## src/rtl/parking_pkg.sv

```systemverilog
// Shared parking types: FSM state encoding and occupancy width.
// Reused by the counter core and the display path.
package parking_pkg;

    localparam int CNT_W = 4;

    typedef enum logic [2:0] {
        IDLE,
        IN_A,
        IN_AB,
        IN_B,
        OUT_B,
        OUT_BA,
        OUT_A
    } state_t;

    // Timeout counter width: at least 20 bits, wider if TIMEOUT needs it.
    function automatic int tmo_width(input int t);
        return ($clog2(t) > 20) ? $clog2(t) : 20;
    endfunction

endpackage

```

## src/rtl/parking_counter_sync2.sv

```systemverilog
// Two-flop synchronizer for one asynchronous gate sensor.
// Clears to 0 on reset so no stale beam state survives.
module sync2 (
    input  logic clk,
    input  logic rst,
    input  logic d,
    output logic q
);

    logic s1;

    // Double-register the raw input into the clk domain.
    always_ff @(posedge clk or posedge rst) begin
        if (rst) begin
            s1 <= 1'b0;
            q  <= 1'b0;
        end else begin
            s1 <= d;
            q  <= s1;
        end
    end

endmodule

```

## src/rtl/parking_counter.sv

```systemverilog
// Car-park occupancy counter driven by a two-beam gate.
// Direction comes from the beam order; stuck passages time out.
module parking_counter
    import parking_pkg::*;
#(
    parameter int CAPACITY = 7,
    parameter int TIMEOUT  = 1_000_000
) (
    input  logic             clk,
    input  logic             rst,
    input  logic             sensor_a,
    input  logic             sensor_b,
    output logic [CNT_W-1:0] count,
    output logic             full,
    output logic             empty,
    output logic             car_in,
    output logic             car_out,
    output logic             err
);

    localparam int TW = tmo_width(TIMEOUT);
    localparam logic [CNT_W-1:0] CAP  = CNT_W'(CAPACITY);
    localparam logic [TW-1:0]    TLIM = TW'(TIMEOUT - 1);

    logic             sa;
    logic             sb;
    state_t           state;
    state_t           state_n;
    logic [TW-1:0]    tcnt;
    logic             ent;
    logic             ext;
    logic             tmo;
    logic [CNT_W-1:0] cnt_n;
    logic             in_n;
    logic             out_n;
    logic             err_n;

    sync2 u_sync_a (
        .clk (clk),
        .rst (rst),
        .d   (sensor_a),
        .q   (sa)
    );

    sync2 u_sync_b (
        .clk (clk),
        .rst (rst),
        .d   (sensor_b),
        .q   (sb)
    );

    // State register.
    always_ff @(posedge clk or posedge rst) begin
        if (rst) state <= IDLE;
        else     state <= state_n;
    end

    // Beam-order FSM; a stuck passage aborts back to IDLE.
    always_comb begin
        state_n = state;
        ent     = 1'b0;
        ext     = 1'b0;
        tmo     = 1'b0;
        if (state != IDLE && tcnt == TLIM) begin
            state_n = IDLE;
            tmo     = 1'b1;
        end else begin
            case (state)
                IDLE: begin
                    if (sa && !sb)      state_n = IN_A;
                    else if (!sa && sb) state_n = OUT_B;
                end
                IN_A: begin
                    if (sa && sb)        state_n = IN_AB;
                    else if (!sa && !sb) state_n = IDLE;
                end
                IN_AB: begin
                    if (!sa && sb)      state_n = IN_B;
                    else if (sa && !sb) state_n = IN_A;
                end
                IN_B: begin
                    if (!sa && !sb) begin
                        state_n = IDLE;
                        ent     = 1'b1;
                    end else if (sa && sb) begin
                        state_n = IN_AB;
                    end
                end
                OUT_B: begin
                    if (sa && sb)        state_n = OUT_BA;
                    else if (!sa && !sb) state_n = IDLE;
                end
                OUT_BA: begin
                    if (sa && !sb)      state_n = OUT_A;
                    else if (!sa && sb) state_n = OUT_B;
                end
                OUT_A: begin
                    if (!sa && !sb) begin
                        state_n = IDLE;
                        ext     = 1'b1;
                    end else if (sa && sb) begin
                        state_n = OUT_BA;
                    end
                end
                default: state_n = IDLE;
            endcase
        end
    end

    // Occupancy update; saturates at both ends and flags rejects.
    always_comb begin
        cnt_n = count;
        in_n  = 1'b0;
        out_n = 1'b0;
        err_n = tmo;
        if (ent) begin
            if (count < CAP) begin
                cnt_n = count + 1'b1;
                in_n  = 1'b1;
            end else begin
                err_n = 1'b1;
            end
        end
        if (ext) begin
            if (count != '0) begin
                cnt_n = count - 1'b1;
                out_n = 1'b1;
            end else begin
                err_n = 1'b1;
            end
        end
    end

    // Registered count, flags and event pulses.
    always_ff @(posedge clk or posedge rst) begin
        if (rst) begin
            count   <= '0;
            full    <= 1'b0;
            empty   <= 1'b1;
            car_in  <= 1'b0;
            car_out <= 1'b0;
            err     <= 1'b0;
        end else begin
            count   <= cnt_n;
            full    <= (cnt_n == CAP);
            empty   <= (cnt_n == '0);
            car_in  <= in_n;
            car_out <= out_n;
            err     <= err_n;
        end
    end

    // Passage timer restarts in IDLE and on every state change.
    always_ff @(posedge clk or posedge rst) begin
        if (rst)                                tcnt <= '0;
        else if (state == IDLE || state_n != state) tcnt <= '0;
        else                                    tcnt <= tcnt + 1'b1;
    end

endmodule
```

## config.mk

```make
export PLATFORM = sky130hd
export DESIGN_NAME = parking_counter
export DESIGN_NICKNAME = d
export VERILOG_FILES = /design/src/rtl/parking_pkg.sv /design/src/rtl/parking_counter_sync2.sv /design/src/rtl/parking_counter.sv
export SDC_FILE = /design/constraint.sdc
export NUM_CORES = 1
export LEC_CHECK = 0
export ABC_AREA = 1
export CAP_MARGIN = 20
export CORE_UTILIZATION = 45
export DETAILED_ROUTE_END_ITERATION = 10
export PLACE_DENSITY_LB_ADDON = 0.3
export SYNTH_ARGS = -nofsm -noshare
export SYNTH_HDL_FRONTEND = slang
export SYNTH_HIERARCHICAL = 1
export SYNTH_SLANG_ARGS = --single-unit
```

## constraint.sdc

```tcl
create_clock -name clk -period 1.59 [get_ports clk]
set_input_delay 0.318 -clock clk [delete_from_list [all_inputs] [get_ports clk]]
set_output_delay 0.318 -clock clk [all_outputs]
set_load 0.01 [all_outputs]
```

==> metrics <==
first-pass GRT wire length 7550 um; Hold/Removal Path Class primary input to asynchronous set/reset pin; I/O Pins 13; DP HPWL 3220 um; Startpoint Class flop; post-layout worst setup margin -0.158 ns; Max-slew headroom 80.2%; worst hold slack 0.233 ns; number of cell rows 24; Ys Warns 6; Synth top cells by count nand2_1, dfrtp_1, inv_1; CTS root buf clkbuf_8; Netlist cell types 30; die height 70.9 um; crit path DAT 1.92 ns; wire per inst 12.8 um; Layout Utilization 66.8%; H-tree levels 2; # diodes 0; status complete, but fails checks; post-synth design cell area 2140 sq um; Worst Skew 0.00659 ns; Synth top area share 41.0%; Main synth FF type dfrtp_1; Synth Instances 262; Max Root-Sink Buffers 2; IO buf count 12; Routed Antenna Nets 0; drt pass-1 iters 4; Synth area leader dfrtp_1; top-count cell post-synth nand2_1; final setup vio count 22; Placement Setup Slack -0.0749 ns; gr usage total 19.1%; Die Wd 70.9 um; clock slew at reported path FFs 0.07 ns; largest net degree at the start of global routing 33; Synth Net Count 269; final WL 4840 um; Peak VDD IR 0.000824 V; worst-path fanout max 3; largest cells by area after synthesis dfrtp_1, nand2_1, nor2_2; number of synthesized flops with an enable pin 0; ratio of cells with drive above 1 in the final layout 43.4%; CP required 1.77 ns; mean post-synth cell area 8.15 sq um; fin crit period 1.75 ns; core box area 4440 sq um; area delta synth->final 39.0%; Final Wtd Congestion 0.898; initial antenna violation count 0; max_cap viols 0; die area 5030 sq um; global route overflow 0; Detailed Route Iter0 Violations 100; worst r2r path cells 8; Vias 1,883; Initial Util 48.1%; Period Utilization, post-route 110%; CTS Buf Count 5; worst skew pair latency 0.29 ns; Static Leakage 0.00144 uW; DRC 0; vias in the first global route 1,750; Via density 4.97; Least-Margin Pin Slew 0.295 ns; failing checks negative setup slack; CP Class flop to flop; setup TNS -1.83 ns; pwr dens 1270 nW/um^2; TritonCTS clock tree done; flop and latch count out of synthesis 36; clock tree sinks 36; FMAX 0.572 GHz; RSZ-0062 raised after global routing yes; Slew Viols, Final 0; crit end category flop; Hold Violations, Final 0; sequential area share after synthesis 42.2%; Async SR Flop Fraction 100%; nets 333
[layer usage]
metal  GRT usage (%)  part of all wire, %  vias up
met2            33.3                   53       29
met1            23.2                   43      895
met4            6.89                  1.1        0
met3            4.42                  2.7        7
met5               0                    0        -
li1                -                    -      952
[power by group]
group / internal, uW / switching (uW) / total (uW)
sequential: 1040 / 130 / 1170
clock: 395 / 313 / 709
combinational: 877 / 1010 / 1890
[layout make-up]
cell class	instances	area (sq um)
fill	364	1480
multi-input combinational	184	1200
sequential	36	906
timing repair buffer	61	556
inverter	38	145
clock buffer	8	100
tap	52	65.1
[metrics by stage]
step | total power [uW] | area (sq um) | instances
2_1_floorplan | 2140 | 2140 | 262
4_1_cts | 3310 | 2720 | 371
3_3_place_gp | 2570 | 2600 | 362
3_5_place_dp | 2570 | 2600 | 362
6_report | 3770 | 2970 | 379
5_1_grt | 4020 | 2970 | 379
[worst max-delay path: stages (launching register included)]
cell and delay (ns):
dfrtp_1 0.40, ha_4 0.17, buf_4 0.10, nand4_1 0.17, buf_4 0.20, nor4_2 0.20
buf_4 0.18, xor2_1 0.17, nor2_2 0.05
[cells in the final DEF, fill, tap and decap left out, types with 2 or more instances in the layout]
| master | netlist | layout |
|---|---|---|
| nand2_1 | 58 | 46 |
| buf_4 | 0 | 44 |
| dfrtp_1 | 35 | 32 |
| nor2_2 | 28 | 30 |
| inv_1 | 29 | 28 |
| nand2_2 | 5 | 17 |
| nand3_1 | 20 | 16 |
| nor2_1 | 19 | 13 |
| inv_2 | 8 | 9 |
| clkdlybuf4s50_1 | 0 | 9 |
| nand3_2 | 6 | 8 |
| xnor2_1 | 8 | 8 |
| xor2_1 | 9 | 8 |
| clkbuf_8 | 0 | 7 |
| nand4_1 | 6 | 6 |
| nand3_4 | 2 | 4 |
| nor2_4 | 0 | 4 |
| o21ai_0 | 4 | 4 |
| nor3_1 | 3 | 3 |
| dfrtp_2 | 0 | 3 |
| a21oi_1 | 3 | 2 |
| ha_1 | 3 | 2 |
| clkbuf_16 | 0 | 2 |
| dlymetal6s2s_1 | 0 | 2 |
| buf_12 | 0 | 2 |
[cell families after synthesis]
group | synth area share (%)
adder cells (fa/ha/maj) | 1.76
AND/OR/NAND/NOR | 36.5
XOR/XNOR | 6.97
flip-flops | 42.2
AO/OA/AOI/OAI | 3.63
buffers and inverters | 8.90
[registers in the layout, indices dropped and copies added (netlist names)]
name and count:
tcnt 20, err 1, car_in 1, empty 1
full 1, u_sync_a/q 1, count 4, state 3
u_sync_b/s1 1, u_sync_b/q 1, car_out 1, u_sync_a/s1 1
[worst paths after layout]
kind	start	to	slack, ns
max	tcnt[0]$_DFF_PP0_	tcnt[14]$_DFF_PP0_	-0.16
min	rst	u_sync_b/q$_DFF_PP0_	0.23
max reg2reg	tcnt[0]$_DFF_PP0_	tcnt[14]$_DFF_PP0_	-0.16
min reg2reg	u_sync_a/s1$_DFF_PP0_	u_sync_a/q$_DFF_PP0_	0.36
max in group asynchronous	rst	empty$_DFF_PP1_	0.92
min in group clk	u_sync_a/s1$_DFF_PP0_	u_sync_a/q$_DFF_PP0_	0.36
[repair_timing]
item / in CTS / in global routing
endpoints found under the setup margin: 23 / 29
cloned: 0 / 3
buffers inserted: 1 / 5
resized for setup: 5 / 39
pin swaps: 3 / 11
hold buffers: 0 / 0
endpoints found under the hold margin: 0 / 0
Power figures use the tool's default switching activity.
